[config.mk]
export PLATFORM = sky130hd
export DESIGN_NAME = pc_gen_ras
export DESIGN_NICKNAME = d
export VERILOG_FILES = /design/src/rtl/pc_gen_ras.sv
export SDC_FILE = /design/constraint.sdc
export NUM_CORES = 1
export LEC_CHECK = 0
export ABC_AREA = 0
export CORE_AREA = 3 3 184 186
export DETAILED_ROUTE_END_ITERATION = 12
export DIE_AREA = 0 0 187 189
export PLACE_DENSITY = 0.68
export SYNTH_ARGS = -nofsm -noshare
export SYNTH_HDL_FRONTEND = slang
export SYNTH_SLANG_ARGS = --single-unit
[constraint.sdc]
create_clock -name clk -period 19.5 [get_ports clk]
set_clock_uncertainty 0.15 [all_clocks]
set_input_delay 5.85 -clock clk [delete_from_list [all_inputs] [get_ports clk]]
set_output_delay 5.85 -clock clk [all_outputs]
set_load 0.02 [all_outputs]
[src/rtl/pc_gen_ras.sv]
// Fetch-PC generator for the IF stage with an integrated return address stack.
// The RAS pointer/count checkpoint rides with each fetched instruction and is restored on mispredict.
module pc_gen_ras #(
    parameter int unsigned      XLEN       = 32,
    parameter logic [XLEN-1:0]  RESET_PC   = '0,
    parameter int unsigned      RAS_DEPTH  = 8,
    parameter int unsigned      INST_BYTES = 4,
    localparam int unsigned     P          = $clog2(RAS_DEPTH),
    localparam int unsigned     CW         = 2 * P + 1
) (
    input  logic            clk,
    input  logic            rst,
    input  logic            stall,
    input  logic            wfi_hold,
    input  logic            trap_valid,
    input  logic [XLEN-1:0] trap_pc,
    input  logic            redirect_valid,
    input  logic [XLEN-1:0] redirect_pc,
    input  logic [CW-1:0]   redirect_ckpt,
    input  logic            pred_taken,
    input  logic [XLEN-1:0] pred_pc,
    input  logic            call_if,
    input  logic            ret_if,
    output logic [XLEN-1:0] pc,
    output logic [CW-1:0]   ras_ckpt,
    output logic [P:0]      ras_count,
    output logic            ras_underflow
);

    localparam logic [P:0]      DEPTH_C = (P+1)'(RAS_DEPTH);
    localparam logic [XLEN-1:0] LSB_C   = XLEN'(1);

    logic [XLEN-1:0] pc_q, pc_d;
    logic [P-1:0]    ptr_q, ptr_d;
    logic [P:0]      cnt_q, cnt_d;
    logic            uf_q, uf_d;
    logic [XLEN-1:0] stack_q [RAS_DEPTH];

    logic            advance;
    logic            ras_hit;
    logic [XLEN-1:0] pc_inc;
    logic            wr_en;
    logic [P-1:0]    wr_idx;

    // Loaded targets are halfword aligned: bit 0 is always dropped.
    function automatic logic [XLEN-1:0] align(input logic [XLEN-1:0] a);
        return a & ~LSB_C;
    endfunction

    assign advance = !trap_valid && !redirect_valid && !stall && !wfi_hold;
    assign ras_hit = ret_if && (cnt_q != '0);
    assign pc_inc  = pc_q + XLEN'(INST_BYTES);

    // Next-PC selection and RAS pointer/count update.
    always_comb begin
        pc_d   = pc_q;
        ptr_d  = ptr_q;
        cnt_d  = cnt_q;
        uf_d   = 1'b0;
        wr_en  = 1'b0;
        wr_idx = ptr_q;

        if (trap_valid)                pc_d = align(trap_pc);
        else if (redirect_valid)       pc_d = align(redirect_pc);
        else if (stall || wfi_hold)    pc_d = pc_q;
        else if (ras_hit)              pc_d = align(stack_q[ptr_q]);
        else if (pred_taken)           pc_d = align(pred_pc);
        else                           pc_d = pc_inc;

        if (redirect_valid) begin
            {ptr_d, cnt_d} = redirect_ckpt;
        end

        if (advance) begin
            uf_d = ret_if && !ras_hit;
            if (call_if && ras_hit) begin
                // Coroutine swap: replace the top entry in place.
                wr_en = 1'b1;
            end else if (call_if) begin
                ptr_d  = ptr_q + P'(1);
                wr_idx = ptr_q + P'(1);
                wr_en  = 1'b1;
                cnt_d  = (cnt_q == DEPTH_C) ? cnt_q : cnt_q + (P+1)'(1);
            end else if (ras_hit) begin
                ptr_d = ptr_q - P'(1);
                cnt_d = cnt_q - (P+1)'(1);
            end
        end
    end

    always_ff @(posedge clk or posedge rst) begin
        if (rst) begin
            pc_q  <= RESET_PC;
            ptr_q <= '0;
            cnt_q <= '0;
            uf_q  <= 1'b0;
            for (int i = 0; i < RAS_DEPTH; i++) stack_q[i] <= '0;
        end else begin
            pc_q  <= pc_d;
            ptr_q <= ptr_d;
            cnt_q <= cnt_d;
            uf_q  <= uf_d;
            if (wr_en) stack_q[wr_idx] <= pc_inc;
        end
    end

    assign pc            = pc_q;
    assign ras_ckpt      = {ptr_q, cnt_q};
    assign ras_count     = cnt_q;
    assign ras_underflow = uf_q;

endmodule
==> results of run 1 <==
## routing by layer
layer  up-vias  share of wire, %
met3        90               7.4
li1       4799                 -
met4         0               3.8
met5         -                 0
met1      5684                42
met2       422                47
## worst max-delay path, stage by stage
cell and delay (ns):
clkdlybuf4s50_1 0.51, or4_1 0.58, a211oi_4 0.29, xor2_1 0.85, or2_2 0.68, buf_4 0.51
mux2_2 0.39
## worst max-delay path by stage
stage               start                  endpoint  depth (start not counted)
finish              stall  stack_q[252]$_DFFE_PP0P_                          7
global route        stall  stack_q[252]$_DFFE_PP0P_                          7
CTS                 stall  stack_q[252]$_DFFE_PP0P_                          7
detailed placement  stall  stack_q[252]$_DFFE_PP0P_                          7
global placement    stall  stack_q[252]$_DFFE_PP0P_                          7
floorplan             rst        pc[10]$_DFFE_PP0P_                          1
## per-stage QoR
stage                     instance area, um^2  worst slack (ns)  total power (uW)
after floorplan                         15400              5.58               951
after global placement                  17100              9.56              1060
after detailed placement                17100              9.52              1070
after CTS                               18100             10.12              1670
after global routing                    18100             10.05              1730
final                                   18100             10.12              1660
## cells in the mapped netlist, types with 6 or more instances
cell | n | area, um^2
mux2_4 | 48 | 721
o22ai_1 | 7 | 43.8
xor2_1 | 7 | 61.3
and3_1 | 13 | 81.3
inv_1 | 23 | 86.3
mux2_1 | 105 | 1180
nand4_1 | 13 | 81.3
o31ai_1 | 9 | 67.6
mux2_2 | 89 | 1000
a31oi_1 | 7 | 43.8
nand3_1 | 21 | 105
buf_4 | 13 | 97.6
o21ai_0 | 42 | 210
nor2_1 | 44 | 165
dfrtp_1 | 287 | 7180
o211ai_1 | 9 | 67.6
nor4_1 | 12 | 75.1
buf_2 | 24 | 120
buf_1 | 10 | 37.5
a22oi_1 | 8 | 60.1
buf_6 | 8 | 90.1
xnor2_1 | 21 | 184
or3_1 | 7 | 43.8
nand2b_1 | 7 | 43.8
a221oi_1 | 11 | 96.3
clkbuf_1 | 41 | 154
a21oi_1 | 60 | 300
ha_1 | 6 | 75.1
and2_1 | 7 | 43.8
mux4_2 | 63 | 1420
nor3_1 | 20 | 100
nand2_1 | 64 | 240
mux2i_1 | 23 | 230
## kinds of logic (layout without fill, tap and decap cells)
logic type	after synthesis	in the layout	synth area share (%)
XOR/XNOR	28	28	1.59
AND/OR/NAND/NOR	236	236	7.82
multiplexers	328	328	29.6
other	1	1	0.0243
AO/OA/AOI/OAI	215	215	9.28
buffers and inverters	129	258	4.64
adder cells (fa/ha/maj)	6	6	0.487
flip-flops	287	287	46.6
## flip-flops by register name (all words and copies together) (netlist names)
signal / cells
pc: 31
ptr_q: 3
ras_count: 4
ras_underflow: 1
stack_q: 248
## final cells by class
cell class	instances	area (um^2)	share of cell area [%]
inverters	27	109	0.600
well taps	442	553	3.05
flip-flops and latches	287	7190	39.7
repair buffers	174	1680	9.28
multi-input cells	814	7540	41.6
clock buffers	47	946	5.22
clock inverters	10	105	0.580
## where the power goes
| group | total, uW | switching (uW) | internal (uW) |
|---|---|---|---|
| clock | 603 | 244 | 358 |
| combinational | 326 | 157 | 169 |
| sequential | 734 | 61.8 | 673 |
| total | 1660 | 463 | 1200 |
==> metrics.md, run 1 <==
| Metric | Value |
|---|---|
| Final ANT Viol Nets | `0` |
| Share of layout cells above drive strength 1 | `22.4%` |
| Finished Core Util | `55.9%` |
| M3 GR Usage | `5.05%` |
| Met2 GRT Util | `40.2%` |
| Sequential cell area fraction in the yosys report | `46.6%` |
| Req. time, crit path | `19.80 ns` |
| Starting DRT DRC Count | `971` |
| Final wirelength | `45200 um` |
| Highest-count cells in the layout ignoring fill and taps | `dfrtp_1, clkdlybuf4s50_1, mux2_1` |
| Clock sinks | `287` |
| R2R Setup Slk | `15.23 ns` |
| # IOs | `156` |
| Setup crit end kind | `flop` |
| Pre-antenna DRT Iters | `5` |
| First-pass GRT wire length | `68800 um` |
| Startpoint types | `input port` |
| Wire length per cell | `25.1 um` |
| Cells after Synth | `1230` |
| Slew Limit Fails | `0` |
| Worst flop-to-flop path startpoint | `ras_count[1]$_DFFE_PP0P_` |
| Die Span Y | `189 um` |
| CTS root buf | `clkbuf_16` |
| Total GRT Usage | `25.2%` |
| Register bit total from synthesis | `287` |
| EDFF count, synth | `0` |
| Dpl hpwl | `28700 um` |
| Cts bufs inserted | `31` |
| RSZ-0062 raised after global routing | `no` |
| Worst R2R Path Depth | `8` |
| Mean area per synthesized cell | `12.5 um^2` |
| Synth Flop Type | `dfrtp_1` |
| Outcome | `completed` |
| Worst-path fanout max | `17` |
| Netlist Area Pre-Place | `0.0154 mm^2` |
| Maxcap violations | `0` |
| Async SR Flop Fraction | `100%` |
| Number of post-CTS setup repair buffers | `0` |
| Setup_tns | `0 ns` |
| Maximum vdd drop | `0.0679 mV` |
| Std cell rows | `66` |
| Grt peak-use layer | `met2` |
| Filler cells | `2702` |
| YS warnings | `0` |
| Commonest non-fill, non-tap cell in the layout | `dfrtp_1` |
| Hold_sp | `stack_q[48]$_DFFE_PP0P_` |
| Grt total ovfl | `0` |
| CP Class | `in2reg` |
| CTS tree | `yes` |
| Htree depth | `1` |
| Hold Path Depth | `1` |
| Pin count of the biggest net entering global routing | `182` |
| Achievable Freq | `107 MHz` |
| Die Wd | `187 um` |
| Initial antenna violation count | `0` |
| Rel. slew slack | `14.6%` |
| Endpoint of the worst register-to-register path | `stack_q[252]$_DFFE_PP0P_` |
| Port buffer count | `151` |
| Core ar. | `0.0325 mm^2` |
| Vias post-DR | `11000` |
| Hold buffer count at cts | `0` |
| Slew @ Worst Pin | `1.27 ns` |
| Syn Nets | `1348` |
| Die area | `0.0353 mm^2` |
| Resized Gates After CTS | `0` |
| Tmin final | `9.38 ns` |
| CP arrival | `9.68 ns` |
| Hold worst-path end | `stack_q[48]$_DFFE_PP0P_` |
| PwrDens | `91.8 mW/mm^2` |
| Starting Density | `47.5%` |
| Vias in the first global route | `11100` |
| Hold slack | `0.330 ns` |
| Hold Fails Final Rpt | `0` |
| CTS Buffer Depth | `3` |
| Dpl cells | `1744` |
| CTS clk-pin slew, worst paths | `0.06 ns` |
| Yosys cell types | `79` |
| Hold WC Path Type | `reg2reg` |
| DRC | `0` |
| Layout Cells excl Fill | `1801` |
| Diode count | `0` |
| Fin crit share | `48.1%` |
| Post-DR vias/cell | `6.10` |
| M1 GR Usage | `34.7%` |
| Nets | `1453` |
| Final setup fails | `0` |
| GP Congestion | `0.846` |
| Area grow syn2layout | `17.6%` |
| Skew-Pair Late Insertion Delay | `0.56 ns` |
| Leak | `0.00827 uW` |
(Power assumes the default switching activity.)
==> run 2, diff against run 1 <==
==> constraint.sdc (replaced) <==
create_clock -name clk -period 9.3 [get_ports clk]
set_clock_uncertainty 0.15 [all_clocks]
set_input_delay 2.79 -clock clk [delete_from_list [all_inputs] [get_ports clk]]
set_output_delay 2.79 -clock clk [all_outputs]
set_load 0.02 [all_outputs]
==> run 2 against run 1 <==
Net effect:
- combinational power rose by 110%
- final cell count shrank 0.22%
- clock power rose by 99%
- clock-buffer cell count decreased by 1
- register-to-register slack got worse by 11 ns
- non-clock buffer count shrank 1
- cell area fell by 0.41%
- critical endpoint is now stack_q[139]$_DFFE_PP0P_
==> metrics.md, run 2 (synthesis results as in run 1) <==
| Metric | Value |
|---|---|
| Outcome | `completed (unchanged)` |
| Hold slack | `0.329 ns (was 0.330 ns)` |
| Die Span Y | `189 um (unchanged)` |
| Starting DRT DRC Count | `968 (was 971)` |
| Wire length per cell | `25.6 um (was 25.1 um)` |
| CP Class | `in2reg (unchanged)` |
| CTS tree | `yes (unchanged)` |
| Rel. slew slack | `22.5% (was 14.6%)` |
| Die area | `0.0353 mm^2 (unchanged)` |
| Area grow syn2layout | `17.1% (was 17.6%)` |
| Vias in the first global route | `11400 (was 11100)` |
| Achievable Freq | `160 MHz` |
| GP Congestion | `0.857 (was 0.846)` |
| Port buffer count | `151 (unchanged)` |
| Worst setup margin | `3.04 ns (was 10.12 ns)` |
| Maxcap violations | `0 (unchanged)` |
| Number of post-CTS setup repair buffers | `0 (unchanged)` |
| Fin crit share | `67.4%` |
| Top reg by flops | `stack_q (unchanged)` |
| Grt total ovfl | `0 (unchanged)` |
| # IOs | `156 (unchanged)` |
| Highest-count cells in the layout ignoring fill and taps | `dfrtp_1, clkdlybuf4s50_1, mux2_1 (unchanged)` |
| CTS root buf | `clkbuf_16 (unchanged)` |
| CTS clk-pin slew, worst paths | `0.06 ns (about the same)` |
| Resized Gates After CTS | `0 (unchanged)` |
| Final setup fails | `0 (unchanged)` |
| Pin count of the biggest net entering global routing | `197 (was 182)` |
| Commonest non-fill, non-tap cell in the layout | `dfrtp_1 (unchanged)` |
| Initial antenna violation count | `0 (unchanged)` |
| Finished Core Util | `55.6% (was 55.9%)` |
| Vias post-DR | `11100 (was 11000)` |
| Dpl hpwl | `29100 um (was 28700 um)` |
| Post-DR vias/cell | `6.17 (was 6.10)` |
| Total power | `3430 uW (was 1660 uW)` |
| Slew Limit Fails | `0 (unchanged)` |
| Req. time, crit path | `9.58 ns (was 19.80 ns)` |
| CTS Buffer Depth | `3 (unchanged)` |
| Switching portion of total power | `27.9% (was 27.8%)` |
| Final wirelength | `46000 um (was 45200 um)` |
| DRC | `0 (unchanged)` |
| Logic pwr share | `20.0% (was 19.6%)` |
| Total GRT Usage | `25.6% (was 25.2%)` |
| Share of layout cells above drive strength 1 | `22.1% (was 22.4%)` |
| Filler cells | `2687 (was 2702)` |
| Final ANT Viol Nets | `0 (unchanged)` |
| Reg power frac | `44.9% (was 44.2%)` |
| Hold Fails Final Rpt | `0 (unchanged)` |
| Setup crit end kind | `flop (unchanged)` |
| Cts bufs inserted | `31 (unchanged)` |
| Largest register FFs | `248 (unchanged)` |
| Pre-antenna DRT Iters | `5 (unchanged)` |
| Skew-Pair Late Insertion Delay | `0.56 ns (about the same)` |
| Tmin final | `6.26 ns` |
| Hold WC Path Type | `reg2reg (unchanged)` |
| Clk pwr share | `35.1% (was 36.2%)` |
| PwrDens | `190 mW/mm^2 (was 91.8 mW/mm^2)` |
| Htree depth | `1 (unchanged)` |
| Setup_tns | `0 ns (unchanged)` |
| NetSw | `956 uW (was 463 uW)` |
| Maximum vdd drop | `0.156 mV (was 0.0679 mV)` |
| Leak | `0.00823 uW (was 0.00827 uW)` |
| Slew @ Worst Pin | `1.15 ns (was 1.27 ns)` |
| Clock sinks | `287 (unchanged)` |
| Nets | `1452 (was 1453)` |
| DP Worst Slack | `2.51 ns (was 9.52 ns)` |
| CP arrival | `6.55 ns (was 9.68 ns)` |
| Core ar. | `0.0325 mm^2 (unchanged)` |
| RSZ-0062 raised after global routing | `no (unchanged)` |
| Die Wd | `187 um (unchanged)` |
| Starting Density | `47.5% (unchanged)` |
| Internal power | `2470 uW (was 1200 uW)` |
| Worst-path fanout max | `21 (was 17)` |
| Diode count | `0 (unchanged)` |
| Std cell rows | `66 (unchanged)` |
| Startpoint types | `input port (unchanged)` |
| First-pass GRT wire length | `70200 um (was 68800 um)` |
| Hold buffer count at cts | `0 (unchanged)` |
==> run 2: power by group through the flow <==
stage	Combinational [uW]	Clock, uW	Sequential [uW]
floorplan	472	0	1520
global placement	671	0	1540
detailed placement	688	0	1550
CTS	690	1220	1530
global route	740	1270	1560
finish	687	1200	1540
==> run 2: critical path, stage by stage <==
cell and delay [ns]:
clkdlybuf4s50_1 0.56, or4_1 0.60, a211oi_4 0.29, xor2_1 0.73, or2_2 0.81, buf_4 0.42
mux2_4 0.34
==> run 2: final timing paths <==
check / startpoint / end / slack, ns / cells past startpoint
min in group asynchronous: rst / stack_q[62]$_DFFE_PP0P_ / 2.52 / 2
hold / removal: stack_q[38]$_DFFE_PP0P_ / stack_q[38]$_DFFE_PP0P_ / 0.33 / 1
setup / recovery: stall / stack_q[139]$_DFFE_PP0P_ / 3.04 / 7
max in group asynchronous: rst / stack_q[13]$_DFFE_PP0P_ / 5.02 / 3
hold reg to reg: stack_q[38]$_DFFE_PP0P_ / stack_q[38]$_DFFE_PP0P_ / 0.33 / 1
setup reg to reg: ptr_q[0]$_DFF_PP0_ / stack_q[139]$_DFFE_PP0P_ / 4.49 / 8
==> run 2: metal layers <==
layer	up-vias	share of wire (%)	global-route usage, %
met5	-	0	0
met3	96	6.6	4.59
li1	4807	-	-
met1	5764	42	34.5
met4	0	3.3	8.05
met2	415	48	42.6
==> run 2: area by class of cell <==
type	count	area [um^2]	share of cell area, %
clock buffers	46	922	5.11
flip-flops and latches	287	7190	39.8
inverters	27	105	0.582
repair buffers	173	1670	9.27
well taps	442	553	3.06
multi-input cells	814	7540	41.8
clock inverters	8	65.1	0.360
==> run 2: stage by stage <==
stage	instance area, um^2	cells
6_report	18100	1797
5_1_grt	18100	1797
4_1_cts	18100	1797
3_5_place_dp	17100	1743
3_3_place_gp	17100	1743
2_1_floorplan	15400	1230
==> run 3, diff against run 2 <==
--- a/config.mk
+++ b/config.mk
@@ -9,7 +9,7 @@
 export CORE_AREA = 3 3 184 186
 export DETAILED_ROUTE_END_ITERATION = 12
 export DIE_AREA = 0 0 187 189
-export PLACE_DENSITY = 0.68
+export PLACE_DENSITY = 0.71
 export SYNTH_ARGS = -nofsm -noshare
 export SYNTH_HDL_FRONTEND = slang
 export SYNTH_SLANG_ARGS = --single-unit
==> constraint.sdc (replaced) <==
create_clock -name clk -period 5.6 [get_ports clk]
set_clock_uncertainty 0.15 [all_clocks]
set_input_delay 1.68 -clock clk [delete_from_list [all_inputs] [get_ports clk]]
set_output_delay 1.68 -clock clk [all_outputs]
set_load 0.02 [all_outputs]
==> run 3 against run 2 <==
Net effect:
- utilization grew 0.82 points
- via count grew 1.4%
- final cell count grew 1.3%
- largest cell class unchanged
- largest power group unchanged
- highest routed layer unchanged
==> metrics.md, run 3 (synthesis results as in run 1) <==
| Metric | Value |
|---|---|
| CTS tree | `yes (unchanged)` |
| Achievable Freq | `227 MHz` |
| CP arrival | `4.68 ns (was 6.55 ns)` |
| Total GRT Usage | `25.6% (about the same)` |
| Rel. slew slack | `14.9% (was 22.5%)` |
| Final setup fails | `0 (unchanged)` |
| CP Class | `in2reg (unchanged)` |
| Die Span Y | `189 um (unchanged)` |
| PwrDens | `312 mW/mm^2 (was 190 mW/mm^2)` |
| Worst flop-to-flop path startpoint | `ptr_q[0]$_DFF_PP0_ (unchanged)` |
| Hold Fails Final Rpt | `0 (unchanged)` |
| Worst-path fanout max | `12 (was 21)` |
| Leak | `0.00837 uW (was 0.00823 uW)` |
| Resized Gates After CTS | `0 (unchanged)` |
| Wire length per cell | `25.2 um (was 25.6 um)` |
| Nets | `1474 (was 1452)` |
| Vias in the first global route | `11500 (was 11400)` |
| Dpl cells | `1767 (was 1743)` |
| Startpoint types | `input port (unchanged)` |
| # IOs | `156 (unchanged)` |
| Internal power | `4130 uW (was 2470 uW)` |
| Fin crit share | `78.6%` |
| Share of layout cells above drive strength 1 | `23.4% (was 22.1%)` |
| Post-DR vias/cell | `6.17 (about the same)` |
| Req. time, crit path | `5.88 ns (was 9.58 ns)` |
| NetSw | `1580 uW (was 956 uW)` |
| Grt total ovfl | `0 (unchanged)` |
| Number of post-CTS setup repair buffers | `0 (unchanged)` |
| RSZ-0062 raised after global routing | `no (unchanged)` |
| Diode count | `0 (unchanged)` |
| Hold slack | `0.332 ns (was 0.329 ns)` |
| Clk pwr share | `35.1% (about the same)` |
| Port buffer count | `151 (unchanged)` |
| Outcome | `completed (unchanged)` |
| Htree depth | `1 (unchanged)` |
| Clock sinks | `287 (unchanged)` |
| Finished Core Util | `56.4% (was 55.6%)` |
| Starting DRT DRC Count | `1036 (was 968)` |
| Skew-Pair Late Insertion Delay | `0.55 ns (was 0.56 ns)` |
| Initial antenna violation count | `0 (unchanged)` |
| GP Congestion | `0.861 (was 0.857)` |
| Pre-antenna DRT Iters | `7 (was 5)` |
| Layout Cells excl Fill | `1820 (was 1797)` |
| Slew Limit Fails | `0 (unchanged)` |
| Starting Density | `47.5% (unchanged)` |
| Tmin final | `4.40 ns` |
| Slew @ Worst Pin | `1.27 ns (was 1.15 ns)` |
| Top reg by flops | `stack_q (unchanged)` |
| Commonest non-fill, non-tap cell in the layout | `dfrtp_1 (unchanged)` |
| Cts bufs inserted | `29 (was 31)` |
| Vias post-DR | `11200 (was 11100)` |
| Hold WC Path Type | `reg2reg (unchanged)` |
| CTS clk-pin slew, worst paths | `0.06 ns (about the same)` |
| Maximum vdd drop | `0.225 mV (was 0.156 mV)` |
| CTS root buf | `clkbuf_16 (unchanged)` |
| CP startpoint | `ret_if (was stall)` |
| Switching portion of total power | `27.7% (was 27.9%)` |
| Hold_sp | `stack_q[33]$_DFFE_PP0P_ (was stack_q[38]$_DFFE_PP0P_)` |
| Total power | `5710 uW (was 3430 uW)` |
| Largest register FFs | `248 (unchanged)` |
| Die Wd | `187 um (unchanged)` |
| Pin count of the biggest net entering global routing | `91 (was 197)` |
| Logic pwr share | `20.2% (was 20.0%)` |
| Area grow syn2layout | `18.9% (was 17.1%)` |
| Reg power frac | `44.8% (was 44.9%)` |
| Hold buffer count at cts | `0 (unchanged)` |
| Highest-count cells in the layout ignoring fill and taps | `dfrtp_1, clkdlybuf4s50_1, mux2_1 (unchanged)` |
| First-pass GRT wire length | `70100 um (was 70200 um)` |
| DRC | `0 (unchanged)` |
| Maxcap violations | `0 (unchanged)` |
| Final ANT Viol Nets | `0 (unchanged)` |
| CTS Buffer Depth | `3 (unchanged)` |
| Die area | `0.0353 mm^2 (unchanged)` |
| Std cell rows | `66 (unchanged)` |
| Setup crit end kind | `flop (unchanged)` |
| Final wirelength | `45900 um (was 46000 um)` |
| Core ar. | `0.0325 mm^2 (unchanged)` |
| Dpl hpwl | `30500 um (was 29100 um)` |
## run 3: cell types whose count changed in the layout (fill, tap and decap cells not counted)
cell and change:
buf_12 +7, buf_4 +17, bufinv_16 +1, clkbuf_1 +1
clkbuf_16 -2, clkbuf_8 +2, clkinv_2 -4, clkinvlp_4 +1
## run 3: final timing paths
kind / cells after the start / slack, ns / to
worst max-delay path: 7 / 1.20 / stack_q[59]$_DFFE_PP0P_
worst max register to register: 8 / 2.12 / stack_q[56]$_DFFE_PP0P_
max in group asynchronous: 4 / 2.82 / stack_q[151]$_DFFE_PP0P_
worst min register to register: 1 / 0.33 / stack_q[33]$_DFFE_PP0P_
worst min-delay path: 1 / 0.33 / stack_q[33]$_DFFE_PP0P_
min in group asynchronous: 2 / 1.42 / stack_q[61]$_DFFE_PP0P_
## run 3: power by group through the flow
stage	Sequential [uW]	Clock (uW)	Combinational (uW)
after detailed placement	2580	0	1150
after CTS	2550	2030	1150
after floorplan	2530	0	783
after global placement	2570	0	1120
after global routing	2590	2110	1240
final	2560	2000	1150
## run 3: worst max-delay path: stages
cell and delay (ns):
clkdlybuf4s50_1 0.85, clkinv_1 0.41, nor4_1 0.38, o21ai_1 0.35, nor2_4 0.39, buf_4 0.27, mux2_2 0.35
## run 3: layer usage
metal | vias to the layer above | track usage, % | routed length [um]
met4 | 0 | 11.0 | 2240
li1 | 4848 | - | -
met5 | - | 0 | 0
met2 | 454 | 40.8 | 21500
met1 | 5803 | 35.2 | 19400
met3 | 129 | 3.74 | 2790
## run 3: cell type report
cell class	count	area, um^2
clock inverter	6	82.6
multi-input combinational	814	7540
clock buffer	47	903
timing repair buffer	197	1940
sequential	287	7190
fill	2664	14100
inverter	27	105
tap	442	553
## run 3: stage by stage
stage          TNS (ns)  setup slack [ns]  area, um^2
6_report              0              1.20       18300
5_1_grt               0              1.01       18300
4_1_cts               0              1.22       18300
3_5_place_dp          0             0.645       17300
3_3_place_gp          0             0.753       17300
2_1_floorplan    -10.11           -0.0352       15400
